### config.mk
export PLATFORM = sky130hd
export DESIGN_NAME = sram256x8_arbiter
export DESIGN_NICKNAME = d
export VERILOG_FILES = /design/src/rtl/sram_ctrl_pkg.sv /design/src/rtl/rr_arb2.sv /design/src/rtl/sram256x8_arbiter.sv
export SDC_FILE = /design/constraint.sdc
export NUM_CORES = 1
export LEC_CHECK = 0
export CORE_UTILIZATION = 31
export DETAILED_ROUTE_END_ITERATION = 12
export PLACE_DENSITY = 0.78
export SLEW_MARGIN = 20
export SYNTH_ARGS = -nofsm -noshare
export SYNTH_HDL_FRONTEND = slang
export SYNTH_HIERARCHICAL = 1
export SYNTH_SLANG_ARGS = --single-unit
### constraint.sdc
create_clock -name clk -period 3.87 [get_ports clk]
set_clock_uncertainty 0.1 [all_clocks]
set_input_delay 0.9675 -clock clk [delete_from_list [all_inputs] [get_ports clk]]
set_output_delay 0.9675 -clock clk [all_outputs]
set_load 0.02 [all_outputs]
### src/rtl/sram_ctrl_pkg.sv
// Shared types and defaults for the 256x8 SRAM arbiter: widths, the controller
// state encoding and the request bundle steered onto the macro pins.
package sram_ctrl_pkg;

  localparam int DEF_AW = 8;
  localparam int DEF_DW = 8;
  localparam int DEPTH  = 2 ** DEF_AW;

  typedef enum logic {
    INIT = 1'b0,
    RUN  = 1'b1
  } state_t;

  typedef struct packed {
    logic              we;
    logic [DEF_AW-1:0] addr;
    logic [DEF_DW-1:0] wdata;
    logic [DEF_DW-1:0] wmask;
  } req_t;

endpackage

### src/rtl/rr_arb2.sv
// Two-input round-robin arbiter: a lone requester wins at once, and on contention
// the port that was not granted most recently wins.
module rr_arb2 (
  input  logic       clk,
  input  logic       rst_n,
  input  logic [1:0] req,
  output logic [1:0] gnt,
  output logic       ptr
);

  logic [1:0] gnt_s;
  logic       ptr_r;

  // ptr_r = 1 means port 1 wins the next tie
  always_comb begin
    gnt_s = 2'b00;
    case (req)
      2'b01:   gnt_s = 2'b01;
      2'b10:   gnt_s = 2'b10;
      2'b11:   gnt_s = ptr_r ? 2'b10 : 2'b01;
      default: gnt_s = 2'b00;
    endcase
  end

  // Pointer moves only when a grant is issued
  always_ff @(posedge clk or negedge rst_n) begin
    if (!rst_n) begin
      ptr_r <= 1'b0;
    end else if (gnt_s[0]) begin
      ptr_r <= 1'b1;
    end else if (gnt_s[1]) begin
      ptr_r <= 1'b0;
    end else begin
      ptr_r <= ptr_r;
    end
  end

  assign gnt = gnt_s;
  assign ptr = ptr_r;

endmodule

### src/rtl/sram256x8_arbiter.sv
// Front end for a 256x8 single-port SRAM shared by the CPU (port 0) and the
// tile fetch unit (port 1), with an optional post-reset clear sweep.
module sram256x8_arbiter
  import sram_ctrl_pkg::*;
#(
  parameter int            AW         = DEF_AW,
  parameter int            DW         = DEF_DW,
  parameter bit            INIT_CLEAR = 1'b1,
  parameter logic [DW-1:0] INIT_VALUE = 8'h00
) (
  input  logic          clk,
  input  logic          rst_n,
  input  logic          m0_req,
  input  logic          m0_we,
  input  logic [AW-1:0] m0_addr,
  input  logic [DW-1:0] m0_wdata,
  input  logic [DW-1:0] m0_wmask,
  output logic          m0_gnt,
  input  logic          m1_req,
  input  logic          m1_we,
  input  logic [AW-1:0] m1_addr,
  input  logic [DW-1:0] m1_wdata,
  input  logic [DW-1:0] m1_wmask,
  output logic          m1_gnt,
  output logic          rsp_valid,
  output logic          rsp_id,
  output logic [DW-1:0] rsp_rdata,
  output logic          init_done,
  output logic          sram_cen_n,
  output logic          sram_gwen_n,
  output logic [DW-1:0] sram_wen_n,
  output logic [AW-1:0] sram_a,
  output logic [DW-1:0] sram_d,
  input  logic [DW-1:0] sram_q
);

  state_t        state_r;
  logic [AW-1:0] cnt_r;
  logic          init_done_r;
  logic          rsp_valid_r;
  logic          rsp_id_r;

  logic [1:0]    arb_req_s;
  logic [1:0]    gnt_s;
  logic          arb_ptr_s;
  logic          sel1_s;
  logic          rd_gnt_s;
  req_t          sel_s;

  // Requests stay pending (ungranted) while the clear sweep owns the macro
  assign arb_req_s = (state_r == RUN) ? {m1_req, m0_req} : 2'b00;

  rr_arb2 u_arb (
    .clk   (clk),
    .rst_n (rst_n),
    .req   (arb_req_s),
    .gnt   (gnt_s),
    .ptr   (arb_ptr_s)
  );

  // Data steering straight from requests and pointer, so it does not wait on gnt
  assign sel1_s   = m1_req & (~m0_req | arb_ptr_s);
  assign rd_gnt_s = (|gnt_s) & ~sel_s.we;

  // Pick the request bundle that would win this cycle
  always_comb begin
    sel_s = '0;
    if (sel1_s) begin
      sel_s.we    = m1_we;
      sel_s.addr  = m1_addr;
      sel_s.wdata = m1_wdata;
      sel_s.wmask = m1_wmask;
    end else begin
      sel_s.we    = m0_we;
      sel_s.addr  = m0_addr;
      sel_s.wdata = m0_wdata;
      sel_s.wmask = m0_wmask;
    end
  end

  // SRAM pin drive: clear-sweep write, granted access, or idle
  always_comb begin
    sram_cen_n  = 1'b1;
    sram_gwen_n = 1'b1;
    sram_wen_n  = {DW{1'b1}};
    sram_a      = {AW{1'b0}};
    sram_d      = {DW{1'b0}};
    case (state_r)
      INIT: begin
        sram_cen_n  = 1'b0;
        sram_gwen_n = 1'b0;
        sram_wen_n  = {DW{1'b0}};
        sram_a      = cnt_r;
        sram_d      = INIT_VALUE;
      end
      RUN: begin
        if (|gnt_s) begin
          sram_cen_n  = 1'b0;
          sram_gwen_n = ~sel_s.we;
          sram_wen_n  = sel_s.we ? ~sel_s.wmask : {DW{1'b1}};
          sram_a      = sel_s.addr;
          sram_d      = sel_s.wdata;
        end else begin
          sram_cen_n  = 1'b1;
        end
      end
      default: begin
        sram_cen_n  = 1'b1;
      end
    endcase
  end

  // Controller FSM: clear sweep, then service loop with the read response stage
  always_ff @(posedge clk or negedge rst_n) begin
    if (!rst_n) begin
      state_r     <= INIT_CLEAR ? INIT : RUN;
      cnt_r       <= {AW{1'b0}};
      init_done_r <= ~INIT_CLEAR;
      rsp_valid_r <= 1'b0;
      rsp_id_r    <= 1'b0;
    end else begin
      case (state_r)
        INIT: begin
          cnt_r       <= cnt_r + 1'b1;
          rsp_valid_r <= 1'b0;
          if (&cnt_r) begin
            state_r     <= RUN;
            init_done_r <= 1'b1;
          end else begin
            state_r     <= INIT;
            init_done_r <= 1'b0;
          end
        end
        RUN: begin
          rsp_valid_r <= rd_gnt_s;
          if (rd_gnt_s) begin
            rsp_id_r <= gnt_s[1];
          end else begin
            rsp_id_r <= rsp_id_r;
          end
        end
        default: begin
          state_r     <= INIT;
          cnt_r       <= {AW{1'b0}};
          init_done_r <= 1'b0;
          rsp_valid_r <= 1'b0;
        end
      endcase
    end
  end

  assign m0_gnt    = gnt_s[0];
  assign m1_gnt    = gnt_s[1];
  assign rsp_valid = rsp_valid_r;
  assign rsp_id    = rsp_id_r;
  assign rsp_rdata = sram_q;
  assign init_done = init_done_r;

endmodule

==> results of run 1 <==
## cells by family (layout without fill, tap and decap cells)
family                     count (synthesis)  count (layout)  share of synthesized area
muxes                                     11              11                    0.09978
buffers and inverters                     21             105                     0.1031
adders and majority gates                  1               1                    0.01121
and+or+nand+nor                           57              57                     0.2332
DFF                                       13              13                     0.2915
AOI/OAI and AO/OA                         30              31                     0.2063
xor gates and xnor gates                   7               7                    0.05493
## state kept, by name, summed over array words and instances (netlist names)
name,cells
state_r,1
cnt_r,8
rsp_valid,1
rsp_id,1
init_done,1
u_arb/ptr,1
## cell type report
cell class / count / area share
multi-input combinational: 107 / 0.3478
inverter: 6 / 0.01118
tap: 46 / 0.02857
timing repair buffer: 95 / 0.4379
clock buffer: 4 / 0.01304
sequential: 13 / 0.1615
## worst max-delay path by stage
stage | from | end | slack [ps]
5_1_grt | m1_req | sram_a[3] | 40
3_3_place_gp | m0_req | sram_wen_n[6] | -370
6_report | m1_req | sram_gwen_n | 160
4_1_cts | m0_req | sram_wen_n[6] | -5
2_1_floorplan | m1_req | sram_a[5] | 120
3_5_place_dp | m0_req | sram_wen_n[6] | -400
## per-stage QoR
step / cells / TNS [ps]
final: 271 / 0
after global placement: 266 / -6711
after CTS: 271 / -5.264
after floorplan: 140 / 0
after global routing: 271 / 0
after detailed placement: 266 / -7172
## layer usage
layer | vias to the layer above | GRT usage | wire length, µm
li1 | 648 | - | -
met1 | 584 | 0.2041 | 1460
met2 | 63 | 0.3161 | 1606
met3 | 6 | 0.02692 | 359
met4 | 0 | 0.06349 | 35
met5 | - | 0 | 0
## timing repair
item | 4_1_cts | 5_1_grt
hold endpoints to repair | 0 | 0
hold buffers | 0 | 0
buffers inserted | 0 | 0
cloned | 1 | 0
pin swaps | 1 | 0
setup endpoints to repair | 26 | 26
resized for setup | 50 | 6
## synth_stat cells
cell	n
a21boi_0	1
a21oi_1	8
a31o_1	8
a32o_1	1
and2_1	4
buf_2	5
buf_4	8
clkbuf_1	2
dfrtp_1	13
ha_1	1
inv_1	5
inv_2	1
mux2_2	1
mux2i_1	10
nand2_1	38
nand2b_1	1
nand2b_4	1
nand3_1	3
nand4b_1	1
nor2_1	3
nor2b_1	2
nor3_1	1
nor4_1	1
o21ai_0	2
o21ai_1	1
o21bai_1	1
o22ai_1	3
o2bb2ai_1	4
o311ai_4	1
or3_1	1
or4_1	1
xnor2_1	7
## cell usage in the layout, fill, tap and decap left out, drive strengths merged, types with 2 or more instances in the layout
cell type,Yosys,routed
nand2,38,38
o311ai,1,2
clkbuf,2,4
o21ai,3,3
nand2b,2,2
and2,4,4
a21oi,8,8
nand3,3,3
a31o,8,8
dlygate4sd2,0,18
nor2b,2,2
dfrtp,13,13
nor2,3,3
o2bb2ai,4,4
o22ai,3,3
clkdlybuf4s50,0,57
xnor2,7,7
buf,13,19
mux2i,10,10
inv,6,6
## where the power goes
group          total, mW  leakage [nW]  switching (mW)  internal, mW
Clock             0.0845        0.0150          0.0445        0.0400
Sequential         0.136         0.162               0         0.136
Combinational     0.0863         0.783          0.0269        0.0595
Total              0.307         0.960          0.0714         0.235
## critical path: cells and delay by family
kind | cells | cell delay [ps]
buffers and inverters | 2 | 800
AND/OR/NAND/NOR | 3 | 750
AO/OA/AOI/OAI | 1 | 120
==> flow_metrics.env, run 1 <==
export IMPL_vias=1301
export IMPL_setup_violations=0
export IMPL_wl_per_cell_um=12.77
export IMPL_fp_dieH_um=62
export IMPL_wirelength_um=3462
export IMPL_htree_num_levels=1
export IMPL_ys_warnings_count=6
export IMPL_r2r_end="rsp_id"
export IMPL_max_freq_mhz=269.7
export IMPL_fin_total_pwr_uw=306.5
export IMPL_cap_violations=0
export IMPL_synth_top_cell_area_share=0.2915
export IMPL_hold_depth=1
export IMPL_cpMostUsedCell="and2_1"
export IMPL_crit_chain="clkdlybuf4s50_1 -> and2_1 -> and2_1 -> or3_4 -> o311ai_2 -> dlygate4sd2_1"
export IMPL_worstMarginPinSlew_ps=590.3
export IMPL_yosysTopAreaCell="dfrtp_1"
export IMPL_drt_iter0_drc=45
export IMPL_cts_sinks=13
export IMPL_r2r_cells=7
export IMPL_clk_pin_slew_ps=80
export IMPL_power_per_cell_area_nw_per_um2=152.2
export IMPL_syn_to_final_growth_pct=80.49
export IMPL_status="complete, no violations"
export IMPL_final_nets=289
export IMPL_root_buffer="clkbuf_4"
export IMPL_drive_gt1_frac=0.1289
export IMPL_dp_slack_ps=-402.6
export IMPL_synth_cell_types=32
export IMPL_stdcell_area_um2=2014
export IMPL_grt_pass1_vias=1154
export IMPL_firstDrtPassIters=4
export IMPL_holdCritPathClass="register to register"
export IMPL_die_width_um=62
export IMPL_crit_path_end_kind="output pin"
export IMPL_grt_pass1_wl_um=4974
export IMPL_place_hpwl_um=2556
export IMPL_die_area_um2=3844
export IMPL_coreArea_um2=3390
export IMPL_r2r_slack_ps=2210
export IMPL_seq_area_frac_synth=0.2915
export IMPL_min_period_ps=3708
export IMPL_p_leak_nw=0.9603
export IMPL_cts_tree="yes"
export IMPL_cts_buffers_inserted=3
export IMPL_seqCellArea_um2=325.3
export IMPL_synthCells=140
export IMPL_antenna_left=0
export IMPL_slew_headroom=0.6052
export IMPL_maxSlewViolCount=0
export IMPL_rsz0062_at_grt="false"
export IMPL_hold_end="cnt_r[2]"
export IMPL_critPathLaunchType="input port"
export IMPL_overflow=0
export IMPL_min_from="cnt_r[2]"
export IMPL_cts_max_path_buffers=2
export IMPL_synthTopCellsByArea="dfrtp_1 (29%), nand2_1 (13%), mux2i_1 (9.0%)"
export IMPL_cpMaxStageDelayCell="clkdlybuf4s50_1"
export IMPL_hold_slack_ps=392.1
export IMPL_io_buffers=84
export IMPL_track_usage=0.1735
export IMPL_avgViaCountPerCell=4.801
export IMPL_start_util=0.3293
export IMPL_placed_area_um2=2017
export IMPL_worst_slack_ps=161.5
export IMPL_fin_util=0.5943
export IMPL_clk_latency_ps=280
export IMPL_avgSynthCellArea_um2=7.972
export IMPL_antennaDiodeCount=0
export IMPL_n_fill_cell=320
export IMPL_hold_viol=0
export IMPL_crit_type="input port to output pin"
export IMPL_yosys_register_bits=13
export IMPL_mappedNetlistArea_um2=1116
export IMPL_crit_path_max_incr_delay_ps=420
export IMPL_row_count=21
export IMPL_ios=101
export IMPL_drc=0
export IMPL_rr_startpoint="state_r"
export IMPL_synth_nets=203
export IMPL_place_gp_congestion=0.7902
export IMPL_irDropWorstVdd_v=0.0001043
export IMPL_grt_max_degree=23
export IMPL_multiInputGateArea_um2=700.7
export IMPL_antenna_found_initial=0
export IMPL_worstPathMaxFanout=4
export IMPL_finalCritPeriodShare=0.9583
export IMPL_cp_arrival_ps=2640
export IMPL_cp_required_ps=2800
Note: power is estimated with default switching activity, not from simulation.
==> run 2, diff against run 1 <==
Settings changed: ABC_AREA from default to 1, CORE_UTILIZATION 31 to 34, PLACE_DENSITY 0.78 to 0.79.
==> run 2 against run 1 <==
Net effect: utilization decreased by 0.44 points; wire length is 10% higher; critical path depth increased by 5; first-iteration DRC count is 18% higher; cell count rose by 24%; power grew 14%; fmax is 0.53% higher; worst setup slack gained 20 ps; global-route usage grew 1.8 points; clock-buffer cell count is the same; die area rose by 6.2%; worst hold slack got worse by 2.9 ps; critical endpoint is now sram_a[3].
==> flow_metrics.env, run 2 <==
export IMPL_status="complete, no violations"
export IMPL_antenna_left=0
export IMPL_grt_max_degree=18
export IMPL_grt_pass1_wl_um=6223
export IMPL_switching_power_uw=81.51
export IMPL_fp_dieH_um=63.90
export IMPL_antenna_found_initial=0
export IMPL_synth_top_cell_area_share=0.2498
export IMPL_seq_power_share=0.391
export IMPL_cp_required_ps=2800
export IMPL_cts_buffers_inserted=3
export IMPL_htree_num_levels=1
export IMPL_clockPowerShare=0.358
export IMPL_crit_type="input port to output pin"
export IMPL_switching_share=0.2340
export IMPL_ys_warnings_count=6
export IMPL_clk_pin_slew_ps=60
export IMPL_place_gp_congestion=0.7958
export IMPL_synth_cell_types=25
export IMPL_ios=101
export IMPL_irDropWorstVdd_v=0.0002851
export IMPL_track_usage=0.1915
export IMPL_power_per_cell_area_nw_per_um2=161.3
export IMPL_io_buffers=84
export IMPL_avgViaCountPerCell=4.552
export IMPL_power_share_combinational=0.252
export IMPL_yosys_register_bits=13
export IMPL_largest_reg_flops=8
export IMPL_critPathLaunchType="input port"
export IMPL_path_buf_inv=4
export IMPL_hold_slack_ps=389.2
export IMPL_clk_latency_ps=250
export IMPL_worstPathMaxFanout=4
export IMPL_rr_startpoint="state_r"
export IMPL_p_leak_nw=1.148
export IMPL_dp_slack_ps=-230.5
export IMPL_row_count=22
export IMPL_hold_viol=0
export IMPL_final_nets=353
export IMPL_hold_end="rsp_id"
export IMPL_hold_depth=2
export IMPL_cap_violations=0
export IMPL_n_fill_cell=353
export IMPL_fin_cells=337
export IMPL_rsz0062_at_grt="false"
export IMPL_start_util=0.3558
export IMPL_root_buffer="clkbuf_8"
export IMPL_fin_util=0.5899
export IMPL_overflow=0
export IMPL_synthCells=207
export IMPL_finalCritPeriodShare=0.9532
export IMPL_crit_path_end_kind="output pin"
export IMPL_synthTopCellsByArea="dfrtp_1 (25%), nand2_1 (17%), nand3_1 (11%)"
export IMPL_place_inst=331
export IMPL_r2r_cells=12
export IMPL_wl_per_cell_um=11.32
export IMPL_seq_area_frac_synth=0.2498
export IMPL_worstMarginPinSlew_ps=577.3
export IMPL_min_period_ps=3689
export IMPL_ctsHoldBuffers=0
export IMPL_antennaDiodeCount=0
export IMPL_holdCritPathClass="register to register"
export IMPL_synth_edf_count=0
export IMPL_drive_gt1_frac=0.1696
export IMPL_tns_ps=0
export IMPL_maxSlewViolCount=0
export IMPL_r2r_end="rsp_id"
export IMPL_drc=0
export IMPL_mappedNetlistArea_um2=1302
export IMPL_vias=1534
export IMPL_crit_path_max_incr_delay_ps=470
export IMPL_firstDrtPassIters=4
export IMPL_max_freq_mhz=271.1
export IMPL_worst_slack_ps=181.1
export IMPL_synthArstFlopShare=1.000
export IMPL_yosysTopAreaCell="dfrtp_1"
export IMPL_place_hpwl_um=2888
export IMPL_setup_violations=0
export IMPL_cts_sinks=13
export IMPL_wirelength_um=3814
export IMPL_cp_top_family="buffers and inverters"
export IMPL_top_register="cnt_r"
export IMPL_p_int_uw=266.8
export IMPL_synth_most_common_cell="nand2_1"
export IMPL_cpMaxStageDelayCell="clkdlybuf4s50_1"
export IMPL_grt_pass1_vias=1424
export IMPL_cp_arrival_ps=2620
export IMPL_cts_tree="yes"
export IMPL_avgSynthCellArea_um2=6.292
export IMPL_die_width_um=63.90
export IMPL_crit_chain="clkdlybuf4s50_1 -> nand2_1 -> inv_1 -> nand2_1 -> nand2_1 -> nor2_4 -> nor2_8 -> buf_4 -> nand2_1 -> o21ai_1 -> clkdlybuf4s15_1"
export IMPL_r2r_slack_ps=2220
export IMPL_syn_to_final_growth_pct=65.80
export IMPL_coreArea_um2=3661
export IMPL_synthTopCellsByCount="nand2_1 (60), nand3_1 (28), nor2_1 (27)"
export IMPL_synth_nets=270
export IMPL_ys_flop_type="dfrtp_1"
export IMPL_die_area_um2=4083
export IMPL_drt_iter0_drc=53
export IMPL_cts_max_path_buffers=2
export IMPL_slew_headroom=0.6139
export IMPL_cpMostUsedCell="nand2_1"
export IMPL_final_cell_mix="nand2_1 (59), clkdlybuf4s50_1 (58), nand3_1 (28)"
export IMPL_final_common_cell="nand2_1"
export IMPL_min_from="rsp_id"
## run 2: cell types whose count changed after synthesis, sizes merged, moves of 4 or more
| cell | before | now |
|---|---|---|
| nand2 | 38 | 63 |
| o2bb2ai | 4 | 0 |
| nor2 | 3 | 30 |
| mux2i | 10 | 0 |
| xnor2 | 7 | 2 |
| a21oi | 8 | 2 |
| buf | 13 | 17 |
| and2 | 4 | 0 |
| nand3 | 3 | 30 |
| o21ai | 3 | 15 |
| inv | 6 | 25 |
| a31o | 8 | 0 |
## run 2: kinds of logic (layout without fill, tap and decap cells)
logic type | Yosys count | in the layout | share of synthesized area
flops | 13 | 13 | 0.2498
buf+inv | 42 | 124 | 0.1719
compound gates | 17 | 17 | 0.09413
xor+xnor | 5 | 5 | 0.03363
fa+ha+maj | 1 | 1 | 0.009605
simple gates | 129 | 129 | 0.4409
## run 2: cell type report
cell class                 count  area [µm²]  share of cell area
timing repair buffer          95       868.3              0.4021
multi-input combinational    152       764.5              0.3540
sequential                    13       325.3              0.1506
inverter                      25       96.34             0.04461
tap                           48       60.06             0.02781
clock buffer                   4       45.04             0.02086
## run 2: per-stage QoR
stage	power (mW)	instance area, µm²
after floorplan	0.1734	1303
after global placement	0.2252	2156
after detailed placement	0.2257	2156
after CTS	0.3503	2208
after global routing	0.3638	2160
final	0.3483	2160
## run 2: timing repair
item / 4_1_cts / 5_1_grt
hold endpoints to repair: 0 / 0
pin swaps: 1 / 0
resized for setup: 28 / 30
buffers inserted: 2 / 0
endpoints found under the setup margin: 26 / 16
## run 2: worst min-delay path: stages, from the launching register on
cell	delay [ps]
dfrtp_1	350
nand2_1	60
nand2_1	50
## run 2: routing by layer
layer | track usage | routed length [µm] | vias up
met4 | 0.06250 | 58 | 0
met5 | 0 | 0 | -
met3 | 0.04821 | 313 | 8
met1 | 0.2316 | 1726 | 665
met2 | 0.3285 | 1716 | 55
li1 | - | - | 806
## run 2: worst max path at each step
stage	depth (start not counted)	start	to	slack [ps]
after floorplan	9	m1_req	sram_d[0]	300
after global placement	10	m0_req	sram_a[3]	-180
after detailed placement	10	m0_req	sram_a[1]	-230
after CTS	8	m1_req	sram_a[0]	30
after global routing	10	m0_req	sram_wen_n[7]	10
final	11	m1_req	sram_a[3]	180
## run 2: power groups by stage
stage          Sequential, mW  Combinational, mW  Clock [mW]
4_1_cts                 0.136             0.0883       0.126
3_5_place_dp            0.138             0.0873           0
2_1_floorplan           0.138             0.0350           0
5_1_grt                 0.136             0.0960       0.132
3_3_place_gp            0.138             0.0868           0
6_report                0.136             0.0877       0.125
==> run 3, diff against run 2 <==
Clock period 3.87 ns to 3.4 ns, I/O delays scaled along.
==> run 3 against run 2 <==
Net effect: first-iteration DRC count fell by 32%; wire length rose by 6.0%; worst hold slack got worse by 4.5 ps; clock-buffer cell count did not move; die area did not move; critical path type unchanged; cell count rose by 0.89%; critical endpoint is now m0_gnt; register-to-register slack got worse by 550 ps; power rose by 13%; critical path depth fell by 5; worst setup slack improved by 210 ps; combinational power rose by 17%.
==> flow_metrics.env, run 3 (synthesis results as in run 2) <==
export IMPL_status="complete, no violations"
export IMPL_rsz0062_at_grt="false"
export IMPL_r2r_cells=11
export IMPL_antenna_left=0
export IMPL_cp_arrival_ps=2060
export IMPL_cts_buffers_inserted=3
export IMPL_cts_max_path_buffers=2
export IMPL_n_fill_cell=355
export IMPL_route_met3_wl_um=315
export IMPL_vias=1574
export IMPL_routed_top_layer="met4"
export IMPL_row_count=22
export IMPL_crit_path_max_incr_delay_ps=600
export IMPL_seqCellArea_um2=325.3
export IMPL_hold_depth=2
export IMPL_hold_end="init_done"
export IMPL_r2r_end="rsp_id"
export IMPL_final_common_cell="nand2_1"
export IMPL_fin_util=0.6124
export IMPL_min_period_ps=3011
export IMPL_firstDrtPassIters=4
export IMPL_start_util=0.3558
export IMPL_ios=101
export IMPL_crit_cells=6
export IMPL_worstMarginPinSlew_ps=546.9
export IMPL_rr_startpoint="state_r"
export IMPL_cpMaxStageDelayCell="clkdlybuf4s50_1"
export IMPL_track_usage=0.2010
export IMPL_path_buf_inv=4
export IMPL_die_width_um=63.90
export IMPL_ctsHoldBuffers=0
export IMPL_p_int_uw=305.0
export IMPL_avgViaCountPerCell=4.629
export IMPL_switching_power_uw=89.67
export IMPL_cts_tree="yes"
export IMPL_maxSlewViolCount=0
export IMPL_die_area_um2=4083
export IMPL_final_cell_mix="nand2_1 (58), clkdlybuf4s50_1 (56), nand3_1 (28)"
export IMPL_dp_slack_ps=-482.2
export IMPL_grt_pass1_vias=1533
export IMPL_clk_pin_slew_ps=50
export IMPL_grt_pass1_wl_um=6541
export IMPL_crit_path_end_kind="output pin"
export IMPL_m1WireLength_um=1773
export IMPL_syn_to_final_growth_pct=72.14
export IMPL_hold_viol=0
export IMPL_coreArea_um2=3661
export IMPL_hold_slack_ps=384.6
export IMPL_clockPowerShare=0.346
export IMPL_io_buffers=84
export IMPL_p_leak_nw=1.149
export IMPL_wl_per_cell_um=11.89
export IMPL_finalCritPeriodShare=0.8855
export IMPL_worst_slack_ps=389.2
export IMPL_drc=0
export IMPL_multiInputGateArea_um2=779.5
export IMPL_setup_violations=0
export IMPL_wirelength_um=4043
export IMPL_htree_num_levels=1
export IMPL_switching_share=0.2272
export IMPL_antenna_found_initial=0
export IMPL_crit_type="input port to output pin"
export IMPL_irDropWorstVdd_v=0.0001790
export IMPL_grt_max_degree=18
export IMPL_cp_required_ps=2450
export IMPL_power_share_combinational=0.261
export IMPL_holdCritPathClass="register to register"
export IMPL_wl_met2_um=1880
export IMPL_fp_dieH_um=63.90
export IMPL_place_gp_congestion=0.7734
export IMPL_top_register="cnt_r"
export IMPL_min_from="init_done"
export IMPL_drt_iter0_drc=36
export IMPL_seq_power_share=0.393
export IMPL_slew_headroom=0.6343
export IMPL_stdcell_area_um2=2242
export IMPL_max_freq_mhz=332.1
export IMPL_power_per_cell_area_nw_per_um2=176.0
export IMPL_overflow=0
export IMPL_drive_gt1_frac=0.2226
export IMPL_crit_chain="dlymetal6s2s_1 -> nand2_1 -> inv_2 -> a21oi_2 -> buf_4 -> clkdlybuf4s50_1"
export IMPL_cts_sinks=13
export IMPL_antennaDiodeCount=0
export IMPL_cap_violations=0
export IMPL_clk_latency_ps=250
export IMPL_final_nets=356
export IMPL_r2r_slack_ps=1670
export IMPL_worstPathMaxFanout=4
export IMPL_largest_reg_flops=8
export IMPL_critPathLaunchType="input port"
export IMPL_cp_top_family="buffers and inverters"
export IMPL_placed_area_um2=2171
export IMPL_root_buffer="clkbuf_8"
export IMPL_place_hpwl_um=3050
-- run 3: worst max-delay path by stage --
stage,from,to,slack (ps)
finish,m1_req,m0_gnt,390
floorplan,m1_req,sram_d[0],70
global placement,m0_req,sram_a[3],-420
global route,m0_req,sram_a[1],340
detailed placement,m0_req,sram_a[4],-480
CTS,m1_req,sram_a[3],0.2
-- run 3: metal layers --
layer	vias up	global-route usage
met5	-	0
met4	0	0.07670
met3	11	0.04464
met2	53	0.3590
met1	704	0.2303
li1	806	-
-- run 3: worst register-to-register path, stage by stage, from the launching register on --
cell and delay (ps):
dfrtp_1 470, nand2_1 100, inv_2 60, inv_1 50, a21oi_2 170, nor2_4 100, nor2_8 140, buf_6 130
buf_4 90, nand3_1 90, nand2_1 80, nand2_1 50
-- run 3: area by class of cell --
| cell class | count | share of cell area |
|---|---|---|
| repair buffers | 98 | 0.4174 |
| multi-input cells | 152 | 0.3477 |
| flip-flops and latches | 13 | 0.1451 |
| inverters | 25 | 0.04297 |
| well taps | 48 | 0.02679 |
| clock buffers | 4 | 0.02009 |
-- run 3: power by group through the flow --
stage | registers (mW) | clock network (mW) | logic [mW]
4_1_cts | 0.155 | 0.140 | 0.103
3_3_place_gp | 0.158 | 0 | 0.100
3_5_place_dp | 0.158 | 0 | 0.102
2_1_floorplan | 0.158 | 0 | 0.0398
5_1_grt | 0.155 | 0.144 | 0.113
6_report | 0.155 | 0.137 | 0.103
-- run 3: repair_timing --
item | 4_1_cts | 5_1_grt
setup endpoints to repair | 26 | 28
gates resized for setup | 87 | 18
cloned | 0 | 1
setup buffers | 2 | 0
pin swaps | 1 | 4
-- run 3: stage by stage --
stage | instances | power (mW) | TNS (ps)
after floorplan | 207 | 0.1974 | 0
after global placement | 333 | 0.2580 | -10040
after detailed placement | 333 | 0.2598 | -11010
after CTS | 339 | 0.3984 | 0
after global routing | 340 | 0.4121 | 0
final | 340 | 0.3947 | 0
